### config.mk
export PLATFORM = sky130hd
export DESIGN_NAME = cv32e40s_fencei_sequencer
export DESIGN_NICKNAME = d
export VERILOG_FILES = /design/src/rtl/cv32e40s_fencei_sequencer.sv
export SDC_FILE = /design/constraint.sdc
export NUM_CORES = 1
export LEC_CHECK = 0
export ABC_AREA = 1
export ABC_CLOCK_PERIOD_IN_PS = 1900
export CORE_ASPECT_RATIO = 0.9
export CORE_MARGIN = 8
export CORE_UTILIZATION = 46
export DETAILED_ROUTE_END_ITERATION = 7
export GPL_TIMING_DRIVEN = 0
export PLACE_DENSITY_LB_ADDON = 0.3
export SLEW_MARGIN = 20
export SYNTH_ARGS = -nofsm -noshare
export SYNTH_HDL_FRONTEND = slang
export SYNTH_SLANG_ARGS = --single-unit
### constraint.sdc
create_clock -name clk -period 1.9 [get_ports clk]
set_input_delay 0.19 -clock clk [delete_from_list [all_inputs] [get_ports clk]]
set_output_delay 0.19 -clock clk [all_outputs]
set_load 0.01 [all_outputs]
### src/rtl/cv32e40s_fencei_sequencer.sv
// rtl/cv32e40s_fencei_sequencer.sv - fence.i retirement handshake sequencer beside the controller FSM
// Optional ack timeout enabled by defining FENCEI_ACK_TIMEOUT_EN.
module cv32e40s_fencei_sequencer #(
  parameter int ACK_TIMEOUT_CYCLES = 255,
  parameter int TIMEOUT_W          = 8
) (
  input  logic        clk,
  input  logic        rst_n,
  input  logic        fencei_wb_i,
  input  logic [31:0] fencei_pc_i,
  input  logic        lsu_busy_i,
  input  logic        fencei_flush_ack_i,
  output logic        fencei_flush_req_o,
  output logic        halt_wb_o,
  output logic        kill_if_o,
  output logic        pc_set_o,
  output logic [31:0] pc_next_o,
  output logic        busy_o,
  output logic        done_o,
  output logic        timeout_o
);

  typedef enum logic [1:0] {
    IDLE,
    WAIT_LSU,
    REQ,
    REDIRECT
  } state_e;

  state_e      state_q;
  state_e      state_d;
  logic [31:0] pc_q;
  logic        capture;
  logic        timeout_hit;

`ifdef FENCEI_ACK_TIMEOUT_EN
  logic [TIMEOUT_W-1:0] count_q;
  logic                 timeout_q;

  assign timeout_hit = (count_q == TIMEOUT_W'(ACK_TIMEOUT_CYCLES - 1));

  always_ff @(posedge clk or negedge rst_n) begin
    if (!rst_n) begin
      count_q   <= '0;
      timeout_q <= 1'b0;
    end else begin
      // Clear on REQ entry so every handshake gets the full budget.
      if (state_d == REQ && state_q != REQ) begin
        count_q <= '0;
      end else if (state_q == REQ && !fencei_flush_ack_i) begin
        count_q <= count_q + 1'b1;
      end
      timeout_q <= (state_q == REQ) && !fencei_flush_ack_i && timeout_hit;
    end
  end

  assign timeout_o = (state_q == REDIRECT) && timeout_q;
`else
  wire unused_cfg = (ACK_TIMEOUT_CYCLES == TIMEOUT_W);

  assign timeout_hit = 1'b0;
  assign timeout_o   = 1'b0;
`endif

  always_comb begin
    state_d            = state_q;
    capture            = 1'b0;
    halt_wb_o          = 1'b0;
    fencei_flush_req_o = 1'b0;
    kill_if_o          = 1'b0;
    pc_set_o           = 1'b0;
    done_o             = 1'b0;
    busy_o             = 1'b1;
    case (state_q)
      IDLE: begin
        busy_o = 1'b0;
        if (fencei_wb_i) begin
          // Hold WB already in the capture cycle so the fence.i cannot slip out.
          capture   = 1'b1;
          halt_wb_o = 1'b1;
          state_d   = lsu_busy_i ? WAIT_LSU : REQ;
        end
      end
      WAIT_LSU: begin
        halt_wb_o = 1'b1;
        if (!lsu_busy_i) begin
          state_d = REQ;
        end
      end
      REQ: begin
        halt_wb_o          = 1'b1;
        fencei_flush_req_o = 1'b1;
        if (fencei_flush_ack_i || timeout_hit) begin
          state_d = REDIRECT;
        end
      end
      REDIRECT: begin
        pc_set_o  = 1'b1;
        kill_if_o = 1'b1;
        done_o    = 1'b1;
        state_d   = IDLE;
      end
      default: state_d = IDLE;
    endcase
  end

  always_ff @(posedge clk or negedge rst_n) begin
    if (!rst_n) begin
      state_q <= IDLE;
      pc_q    <= '0;
    end else begin
      state_q <= state_d;
      if (capture) begin
        pc_q <= fencei_pc_i + 32'd4;
      end
    end
  end

  assign pc_next_o = pc_q;

endmodule
# After elaboration in Yosys (flattened, before gate mapping)

Index checks and enable logic that the tools add are counted.

Flip-flop bits (word level): 34
Word-level logic and storage cells: 23

Multiplexer cells: 11
Eq/ne operators: 6
Reduce and logical (&&, ||, !) cells: 3
Add/sub/neg operators: 1

Operators by type and width:

| kind                                          | number |
|---|---|
| adder 32 x 3 -> 32 bit, second input constant | 1 |
| two-way mux 2 bit                             | 4 |
| one-hot mux 2 bit (4 select lines)            | 1 |
| != test 2 bit, second input constant          | 3 |
| two-way mux 1 bit                             | 5 |
| == test 2 bit, second input constant          | 2 |
| AND reduction 3 bit                           | 1 |
| == test 2 x 1 -> 1 bit, second input constant | 1 |
| zero test 2 bit                               | 1 |
| one-hot mux 1 bit (2 select lines)            | 1 |
| OR reduction 2 bit                            | 1 |

# Longest topological paths before layout

Gate-level depths: netlist (run 1).

Depth in word-level cells: 3
Gate-level depth with buffers: 9
Depth with buffers taken out: 9

# Least setup slack after synthesis (run 1)

No wires, ideal clock.

Path type: register to output
From: reg state_q[0]
To: out halt_wb_o
Slack: 0.467 ns
Path buffers: 2
Data required time: 1.710 ns
Data arrival time: 1.243 ns
Cell stages (with the launch flop): 7
Cell sequence: dfrtp_1 > inv_1 > ha_1 > nand2_1 > buf_2 > clkbuf_8 > a21oi_1

Longest elaborated chain between the ends: 3

Ends and longest elaborated chain:

| item                                                    | RTL line | text |
|---|---|---|
| start, declared                                         | 30       | `state_e state_q;` |
| start signal, assigned                                  | 112      | `state_q <= state_d;` |
| == test 2 bit or == test 2 x 1 -> 1 bit (tied branches) | 74       | `case (state_q)` |
| OR reduction 2 bit (no line)                            | --       |  |
| one-hot mux 1 bit (2 select lines) (*)                  | 74       |  |
| end, declared                                           | 14       | `output logic halt_wb_o,` |

Every way passes the cells marked *; elsewhere a longest branch is shown, timed or not.

# Final worst setup path (run 1)

Same ends and word-level chain as after synthesis.

==> run metrics, run 1 <==
outcome=completed; Initial Utilization=0.4716; crit path launch type=register; Clock Sinks=34; crit path max fanout=10; Arrival @ worst endpoint=1.63 ns; P&R area growth vs syn=45.06%; fin crit share=0.9573; GRT overflow=0; cts bufs inserted=5; Clock Pin Slew Worst Setup and Hold Paths=0.08 ns; # IOs=76; wire per inst=roughly 14 um; CP Data Required Time=between 1.5 and 2 ns; sequential share of power=0.304; TNS Setup=0 ns; Layout Cells excl Fill=478; commonest cells after routing, fill and taps aside=nand2_1 (135), clkdlybuf4s50_1 (70), nand3_1 (34), dfrtp_1 (34), inv_1 (27); vias in the first global route=2306; max_cap viols=0; most common cell after layout, fill and taps aside=nand2_1; Slew Limit Fails=0; initial antenna violation count=0; Crit Path Category=reg2out; highest clock rate=0.5498 GHz; Die ar.=7431 um2; fin nets=455; FF+latch count, synth=34; Detail Route Antenna Nets=0; synth unique cells=30; port bufs=74; Hold WC Path Type=in2async; Synthesized Nets=370; clk buf depth=2; share of power burned in combinational logic=0.491; static leakage power=~1.6 nW; vias per cell=4.778; final RePlAce weighted congestion=0.8960; CTS tree=built; Worst VDD drop=0.7010 mV; Worst Setup End Kind=output pin; final hold vios=0; Seq/Total Area, Yosys=0.3755; Rows=24; DR iter-0 viols=approximately 130; pwr dens=between 1000 and 1500 nW/um2; sw power=1.379 mW; total wire length=6480 um; drt drc=0; minimum clock period=1.819 ns; share of layout cells above drive strength 1=0.1162; Avg Inst Size Synth=6.929 um2; Setup WS pre-CTS=-0.1273 ns; cell area after synthesis=roughly 2300 um2; worst-skew pair later-pin latency=0.29 ns; first-pass GRT wire length=11010 um; Root Buffer=clkbuf_8; Cells after Synth=327; yosys warns=0; H-Tree Depth=2; r2r setup slk=0.33 ns; Global Route Usage Sum=0.1830; Worst Skew=0.007694 ns; Core Region=4805 um2; Die W=89.98 um; antenna cells=0; Sw Share=0.3392; final hold slack=0.3579 ns; Pint=between 2 and 3 mW; largest net degree at the start of global routing=19; Placed Cells=between 400 and 500; total power=4.065 mW; Setup-failing EPs final=0; hpwl dp=just over 5000 um; setup ws final=0.08107 ns; clock power share=0.205; Vias=2284; Die Span Y=roughly 83 um; First-pass DRT Iterations=4
-- kinds of logic (layout without fill, tap and decap cells) --
family	count (synthesis)	in the layout	share of synthesized area
AND/OR/NAND/NOR	224	224	0.4428
XOR/XNOR	5	5	0.01933
AO/OA/AOI/OAI	18	18	0.04528
other	1	1	0.001655
buffers and inverters	39	125	0.08227
flip-flops	34	34	0.3755
adder cells (fa/ha/maj)	6	6	0.03313
-- timing repair --
| item | CTS | global route |
|---|---|---|
| buffers inserted | 2 | 0 |
| gates resized for setup | 7 | 4 |
| endpoints found under the hold margin | 16 | 0 |
| pin swaps | 0 | 0 |
| setup endpoints to repair | 1 | 3 |
| hold buffers | 1 | 0 |
-- cell usage after synthesis --
cell type | count | share of area
a21oi_1 | 2 | 0.0044
buf_6 | 1 | 0.0050
nor2_2 | 6 | 0.017
nand3_1 | 34 | 0.075
inv_1 | 29 | 0.048
buf_4 | 3 | 0.0099
clkinv_1 | 1 | 0.0017
clkbuf_1 | 1 | 0.0017
o221ai_1 | 1 | 0.0039
o21ai_0 | 11 | 0.024
and2_2 | 1 | 0.0033
buf_2 | 1 | 0.0022
conb_1 | 1 | 0.0017
ha_1 | 6 | 0.033
nand2_1 | 136 | 0.23
dfrtp_1 | 34 | 0.38
nand2_4 | 2 | 0.0099
and2_1 | 1 | 0.0028
xnor2_1 | 1 | 0.0039
clkbuf_8 | 2 | 0.012
o21bai_1 | 3 | 0.0099
a31oi_1 | 1 | 0.0028
nor3_1 | 1 | 0.0022
nor2_4 | 8 | 0.040
xor2_1 | 4 | 0.015
or2_1 | 1 | 0.0028
nor2_1 | 26 | 0.043
or2_2 | 4 | 0.011
buf_1 | 1 | 0.0017
nand2_2 | 4 | 0.011
-- per-layer routing --
metal / global-route usage / share of wire
met5: 0 / 0
met4: 0.04643 / 0.0079
met3: 0.05781 / 0.074
met2: 0.3069 / 0.46
met1: 0.2266 / 0.46
-- flip-flops by register name, indices dropped and copies added, names as in the netlist --
name,cells
pc_next_o,32
state_q,2
-- cell type report --
type / count / area (um2)
Buffer: 9 / 80.08
Clock buffer: 6 / 82.58
Clock inverter: 2 / 60.06
Fill cell: 422 / 1518
Inverter: 30 / 112.6
Multi-Input combinational cell: 254 / 1231
Sequential cell: 34 / 850.8
Tap cell: 65 / 81.33
Timing Repair Buffer: 78 / 788.3
-- metrics by stage --
stage | area [um2] | utilization
2_1_floorplan | 2266 | -
3_3_place_gp | 3088 | 0.6427
3_5_place_dp | 3110 | 0.6474
4_1_cts | 3276 | 0.6818
5_1_grt | 3287 | 0.6841
6_report | 3287 | 0.6841
-- worst paths after layout --
path | startpoint | endpoint | depth (start not counted)
max | state_q[0] | halt_wb_o | 7
min | rst_n | pc_next_o[6] | 2
max reg2reg | state_q[0] | pc_next_o[25] | 7
min reg2reg | pc_next_o[28] | pc_next_o[28] | 2
max in group asynchronous | rst_n | pc_next_o[27] | 3
min in group clk | fencei_pc_i[0] | pc_next_o[0] | 3
-- critical path: stages, from the launching register on --
cell and delay [ns]:
dfrtp_1 0.40, inv_2 0.08, ha_1 0.19, nand2_2 0.08
buf_6 0.14, clkbuf_8 0.16, a21oi_1 0.13, buf_2 0.15
-- power groups by stage --
stage	logic, mW	registers [mW]	clock network [mW]
after floorplan	0.743	1.40	0
after CTS	2.02	1.24	0.847
after global placement	1.93	1.24	0
after global routing	2.22	1.29	0.870
final	1.99	1.24	0.835
after detailed placement	1.98	1.25	0
(Power assumes the default switching activity.)
==> inputs of run 2 (changes only) <==
--- a/config.mk
+++ b/config.mk
@@ -8,7 +8,7 @@
 export ABC_AREA = 1
 export ABC_CLOCK_PERIOD_IN_PS = 1900
 export CORE_ASPECT_RATIO = 0.9
-export CORE_MARGIN = 8
+export CORE_MARGIN = 4
 export CORE_UTILIZATION = 46
 export DETAILED_ROUTE_END_ITERATION = 7
 export GPL_TIMING_DRIVEN = 0
==> run 2 against run 1 <==
  * Utilization rose by 2.8 points
  * Count of clock-buffer cells in the layout fell by 1
  * Non-clock buffer count rose by 3
  * Worst setup slack improved by 0.0075 ns
  * Combinational power rose by 5%
  * Clock skew fell by 0.0034 ns
  * Sequential cell count did not move
  * Clock power fell by 21%
  * Power fell by 2.0%
  * Maximum frequency rose by 0.41%
  * Routed wire length fell by 3.9%
  * Critical endpoint unchanged
==> run metrics, run 2 (synthesis results as in run 1) <==
Most Crowded Layer GR=met2 (unchanged); crit path max fanout=10 (unchanged); met1 Use GR=0.2907 (was 0.2266); outcome=completed (unchanged); Layout fillers=406 (was 422); DR iter-0 viols=122 (was 133); fin nets=458 (was 455); port bufs=74 (unchanged); Layout Cells excl Fill=478 (unchanged); vias in the first global route=2283 (was 2306); static leakage power=1.576 nW (was 1.578 nW); H-Tree Depth=2 (unchanged); post-layout instance area=3281 um2 (was 3287 um2); fin util=0.7125 (was 0.6841); cell family with most CP delay=buffers and inverters (unchanged); Buf/Inv on CP=4 (unchanged); total wire length=6227 um (was 6480 um); first-pass GRT wire length=10170 um (was 11010 um); worst-skew pair later-pin latency=0.29 ns (about the same); cts bufs inserted=5 (unchanged); Die ar.=6114 um2 (was 7431 um2); minimum clock period=1.811 ns (was 1.819 ns); Detail Route Antenna Nets=0 (unchanged); Worst Setup End Kind=output pin (unchanged); commonest cells after routing, fill and taps aside=nand2_1 (135), clkdlybuf4s50_1 (70), nand3_1 (34), dfrtp_1 (34), inv_1 (27) (unchanged); wire per inst=13.03 um (was 13.56 um); Rows=23 (was 24); Core Region=4604 um2 (was 4805 um2); hpwl dp=4744 um (was 5114 um); Slew Limit Fails=0 (unchanged); Root Buffer=clkbuf_8 (unchanged); vias per cell=4.866 (was 4.778); max_cap viols=0 (unchanged); area occupied by multi-input gates=1247 um2 (was 1231 um2); drt drc=0 (unchanged); largest net degree at the start of global routing=34 (was 19); pwr dens=1215 nW/um2 (was 1237 nW/um2); Clock Sinks=34 (unchanged); Worst Skew=0.004266 ns (was 0.007694 ns); GR Util met2=0.3525 (was 0.3069); Clock Pin Slew Worst Setup and Hold Paths=0.07 ns (was 0.08 ns); crit path launch type=register (unchanged); Placed Cells=464 (was 467); GR met3 Demand/Resource=0.05085 (was 0.05781); Arrival @ worst endpoint=1.62 ns (was 1.63 ns); Hold WC Path Type=in2async (unchanged); most common cell after layout, fill and taps aside=nand2_1 (unchanged); Die Span Y=74.59 um (was 82.59 um); P&R area growth vs syn=44.78% (was 45.06%); crit-path cells=inv_2 -> ha_4 -> nand2_2 -> buf_6 -> clkbuf_8 -> a21oi_2 -> buf_2 (was inv_2 -> ha_1 -> nand2_2 -> buf_6 -> clkbuf_8 -> a21oi_1 -> buf_2); clk buf depth=2 (unchanged); # IOs=76 (unchanged); GRT overflow=0 (unchanged); final hold vios=0 (unchanged); antenna cells=0 (unchanged); final RePlAce weighted congestion=0.8870 (was 0.8960); share of layout cells above drive strength 1=0.1274 (was 0.1162); Global Route Usage Sum=0.2159 (was 0.1830); Die W=81.98 um (was 89.98 um); CTS tree=built (unchanged); initial antenna violation count=0 (unchanged); fin crit share=0.9534 (was 0.9573); CP Data Required Time=1.71 ns (about the same); First-pass DRT Iterations=4 (unchanged); max reg flops=32 (unchanged); highest clock rate=0.5520 GHz (was 0.5498 GHz); slowest CP cell=dfrtp_1 (unchanged); DP Area=3099 um2 (was 3110 um2); final hold slack=0.2128 ns (was 0.3579 ns); Crit Path Category=reg2out (unchanged); TNS Setup=0 ns (unchanged); slowest stage delay, CP=0.40 ns (about the same); Worst VDD drop=0.8079 mV (was 0.7010 mV); Vias=2326 (was 2284); Initial Utilization=0.4921 (was 0.4716); Seq. cell area=850.8 um2 (unchanged); RSZ-0062 raised after global routing=false; Setup-failing EPs final=0 (unchanged)
==> run 2: worst paths after layout <==
kind	slack (ns)	cells after the start	end	startpoint
setup / recovery	0.09	7	halt_wb_o	state_q[1]
hold / removal	0.21	2	pc_next_o[6]	rst_n
setup reg to reg	0.38	7	pc_next_o[27]	state_q[1]
hold reg to reg	0.48	2	pc_next_o[27]	pc_next_o[27]
max in group asynchronous	1.33	3	pc_next_o[30]	rst_n
min in group clk	0.45	3	pc_next_o[1]	fencei_pc_i[1]
==> run 2: metrics by stage <==
| step | setup WS [ns] | power, mW |
|---|---|---|
| 2_1_floorplan | 0.4670 | 2.142 |
| 3_5_place_dp | -0.1198 | 3.208 |
| 5_1_grt | 0.02700 | 4.265 |
| 6_report | 0.08855 | 3.985 |
| 3_3_place_gp | -0.09899 | 3.157 |
| 4_1_cts | 0.007980 | 3.929 |
==> run 2: layout make-up <==
type / instances / share of cell area
buffer: 9 / 0.02441
tap: 62 / 0.02365
timing repair buffer: 81 / 0.2449
clock inverter: 3 / 0.01220
clock buffer: 5 / 0.02098
multi-input combinational: 254 / 0.3802
sequential: 34 / 0.2593
inverter: 30 / 0.03432
==> run 2: what timing repair did <==
item                       CTS  global route
hold endpoints to repair    34             0
hold buffers                 1             0
setup endpoints to repair    1             3
resized for setup            8             6
buffers inserted             2             3
==> run 2: power breakdown <==
part	internal (mW)	switching, mW
clock network	0.386	0.275
logic	1.12	0.956
registers	1.06	0.183
==> run 2: routing by layer <==
layer / vias up / wire length, um
met2: 73 / 2833
met1: 1056 / 2913
met3: 11 / 399
met5: - / 0
li1: 1186 / -
met4: 0 / 80
==> inputs of run 3 (changes only) <==
--- a/config.mk
+++ b/config.mk
@@ -6,13 +6,14 @@
 export NUM_CORES = 1
 export LEC_CHECK = 0
 export ABC_AREA = 1
-export ABC_CLOCK_PERIOD_IN_PS = 1900
 export CORE_ASPECT_RATIO = 0.9
 export CORE_MARGIN = 4
 export CORE_UTILIZATION = 46
 export DETAILED_ROUTE_END_ITERATION = 7
 export GPL_TIMING_DRIVEN = 0
+export HOLD_SLACK_MARGIN = 0.05
 export PLACE_DENSITY_LB_ADDON = 0.3
+export SKIP_LAST_GASP = 1
 export SLEW_MARGIN = 20
 export SYNTH_ARGS = -nofsm -noshare
 export SYNTH_HDL_FRONTEND = slang
==> run 3 against run 2 <==
  * Clock skew about the same
  * Clock power about the same
  * Global-route usage unchanged
  * Combinational power about the same
  * First-iteration DRC count decreased by 1.6%
  * Power increased by 0.55%
  * Count of clock-buffer cells in the layout unchanged
  * Highest routed layer unchanged
  * Critical path depth unchanged
  * Worst setup slack got worse by 0.080 ns
  * Final area increased by 0.19%
  * Routed wire length increased by 0.58%
  * Utilization increased by 0.14 points
==> run metrics, run 3 (synthesis results as in run 1) <==
Layout fillers=407 (was 406); Arrival @ worst endpoint=1.70 ns (was 1.62 ns); total wire length=6263 um (was 6227 um); startpoint of the worst-slack reg-to-reg timing path=state_q[1] (unchanged); Global Route Usage Sum=0.2159 (unchanged); wire per inst=13.10 um (was 13.03 um); cts bufs inserted=5 (unchanged); clk buf depth=2 (unchanged); most common cell after layout, fill and taps aside=nand2_1 (unchanged); highest clock rate=0.5288 GHz (was 0.5520 GHz); share of power burned in combinational logic=0.525 (was 0.521); Worst Reg-to-Reg Cells=7 (unchanged); Die ar.=6114 um2 (unchanged); r2r setup slk=0.40 ns (was 0.38 ns); Clock Sinks=34 (unchanged); first-pass GRT wire length=10170 um (unchanged); fin crit share=0.9953 (was 0.9534); CTS tree=built (unchanged); TNS Setup=0 ns (unchanged); vias per cell=4.879 (was 4.866); outcome=completed (unchanged); largest net degree at the start of global routing=34 (unchanged); CP Data Required Time=1.71 ns (about the same); max reg flops=32 (unchanged); First-pass DRT Iterations=4 (unchanged); Rows=23 (unchanged); commonest cells after routing, fill and taps aside=nand2_1 (135), clkdlybuf4s50_1 (70), nand3_1 (34), dfrtp_1 (34), inv_1 (27) (unchanged); Worst Setup End Kind=output pin (unchanged); setup ws final=0.008881 ns (was 0.08855 ns); GRT overflow=0 (unchanged); Vias=2332 (was 2326); Worst Skew=0.004538 ns (was 0.004266 ns); vias in the first global route=2283 (unchanged); minimum clock period=1.891 ns (was 1.811 ns); drt drc=0 (unchanged); RSZ-0062 raised after global routing=true (was false); final RePlAce weighted congestion=0.8870 (unchanged); max_cap viols=0 (unchanged); fin util=0.7139 (was 0.7125); slowest CP cell=dfrtp_1 (unchanged); Clock Pin Slew Worst Setup and Hold Paths=0.07 ns (about the same); Initial Utilization=0.4921 (unchanged); Setup WS pre-CTS=-0.1198 ns (unchanged); Crit Path Category=reg2out (unchanged); post-layout instance area=3287 um2 (was 3281 um2); total power=4.007 mW (was 3.985 mW); sw power=1.420 mW (was 1.414 mW); hpwl dp=4744 um (unchanged); worst flop-to-flop path endpoint=pc_next_o[27] (unchanged); Detail Route Antenna Nets=0 (unchanged); Die Span Y=74.59 um (unchanged); Hold WC Path Type=in2async (unchanged); P&R area growth vs syn=45.06% (was 44.78%); crit path launch type=register (unchanged); worst-skew pair later-pin latency=0.29 ns (about the same); port bufs=74 (unchanged); Pint=2.587 mW (was 2.571 mW); final hold vios=0 (unchanged); slowest stage delay, CP=0.40 ns (about the same); Root Buffer=clkbuf_8 (unchanged); antenna cells=0 (unchanged); Worst VDD drop=0.8075 mV (was 0.8079 mV); share of layout cells above drive strength 1=0.1274 (unchanged); sequential share of power=0.311 (was 0.313); DP Area=3099 um2 (unchanged); Core Region=4604 um2 (unchanged); DR iter-0 viols=120 (was 122); initial antenna violation count=0 (unchanged); crit-path cells=inv_2 -> ha_4 -> nand2_2 -> buf_6 -> clkbuf_8 -> a21oi_2 -> clkdlybuf4s15_2 (was inv_2 -> ha_4 -> nand2_2 -> buf_6 -> clkbuf_8 -> a21oi_2 -> buf_2); Sw Share=0.3544 (was 0.3549); Die W=81.98 um (unchanged); crit path max fanout=10 (unchanged); pwr dens=1219 nW/um2 (was 1215 nW/um2); clock power share=0.165 (was 0.166); H-Tree Depth=2 (unchanged); # IOs=76 (unchanged); Setup-failing EPs final=0 (unchanged); Slew Limit Fails=0 (unchanged); fin nets=458 (unchanged); static leakage power=1.577 nW (was 1.576 nW)
[run 3: layout make-up]
cell class,instances,area (um2),area share
multi-input cells,254,1247,0.3795
repair buffers,81,809.5,0.2463
inverters,30,112.6,0.03426
plain buffers,9,80.08,0.02436
well taps,62,77.57,0.02360
flip-flops and latches,34,850.8,0.2589
clock inverters,3,40.04,0.01218
clock buffers,5,68.82,0.02094
[run 3: worst max-delay path by stage]
stage | start | end | slack, ns | cells past startpoint
2_1_floorplan | state_q[0] | halt_wb_o | 0.47 | 6
3_3_place_gp | fencei_wb_i | halt_wb_o | -0.1 | 6
3_5_place_dp | state_q[0] | halt_wb_o | -0.12 | 7
4_1_cts | state_q[1] | halt_wb_o | 0.008 | 7
5_1_grt | state_q[0] | halt_wb_o | -0.05 | 7
6_report | state_q[1] | halt_wb_o | 0.009 | 7
[run 3: what timing repair did]
action / in CTS / in global routing
pin swaps: 0 / 0
resized for setup: 8 / 5
endpoints found under the setup margin: 1 / 3
endpoints found under the hold margin: 34 / 0
hold buffers: 1 / 0
setup buffers: 2 / 3
[run 3: layer usage]
metal | GRT usage | share of wire | routed length (um)
met1 | 0.2907 | 0.47 | 2964
met5 | 0 | 0 | 0
met4 | 0.05351 | 0.0085 | 53
met2 | 0.3525 | 0.45 | 2810
met3 | 0.05085 | 0.069 | 435
[run 3: critical path: cells and delay by family, from the launching register on]
family	cells	cell delay (ns)
AND/OR/NAND/NOR	1	0.07
buffers and inverters	4	0.65
flip-flops	1	0.40
AO/OA/AOI/OAI	1	0.14
adder cells (fa/ha/maj)	1	0.14
[run 3: metrics by stage]
step	hold slack [ns]	std cells
4_1_cts	0.2085	475
2_1_floorplan	-0.1056	327
6_report	0.2135	478
3_5_place_dp	-0.01041	464
3_3_place_gp	0.4600	463
5_1_grt	0.2197	478
[run 3: power by group through the flow]
stage,sequential (mW),combinational (mW),clock (mW)
after floorplan,1.40,0.743,0
after global placement,1.25,1.91,0
after detailed placement,1.26,1.95,0
after CTS,1.25,2.01,0.673
after global routing,1.29,2.30,0.696
final,1.25,2.10,0.660
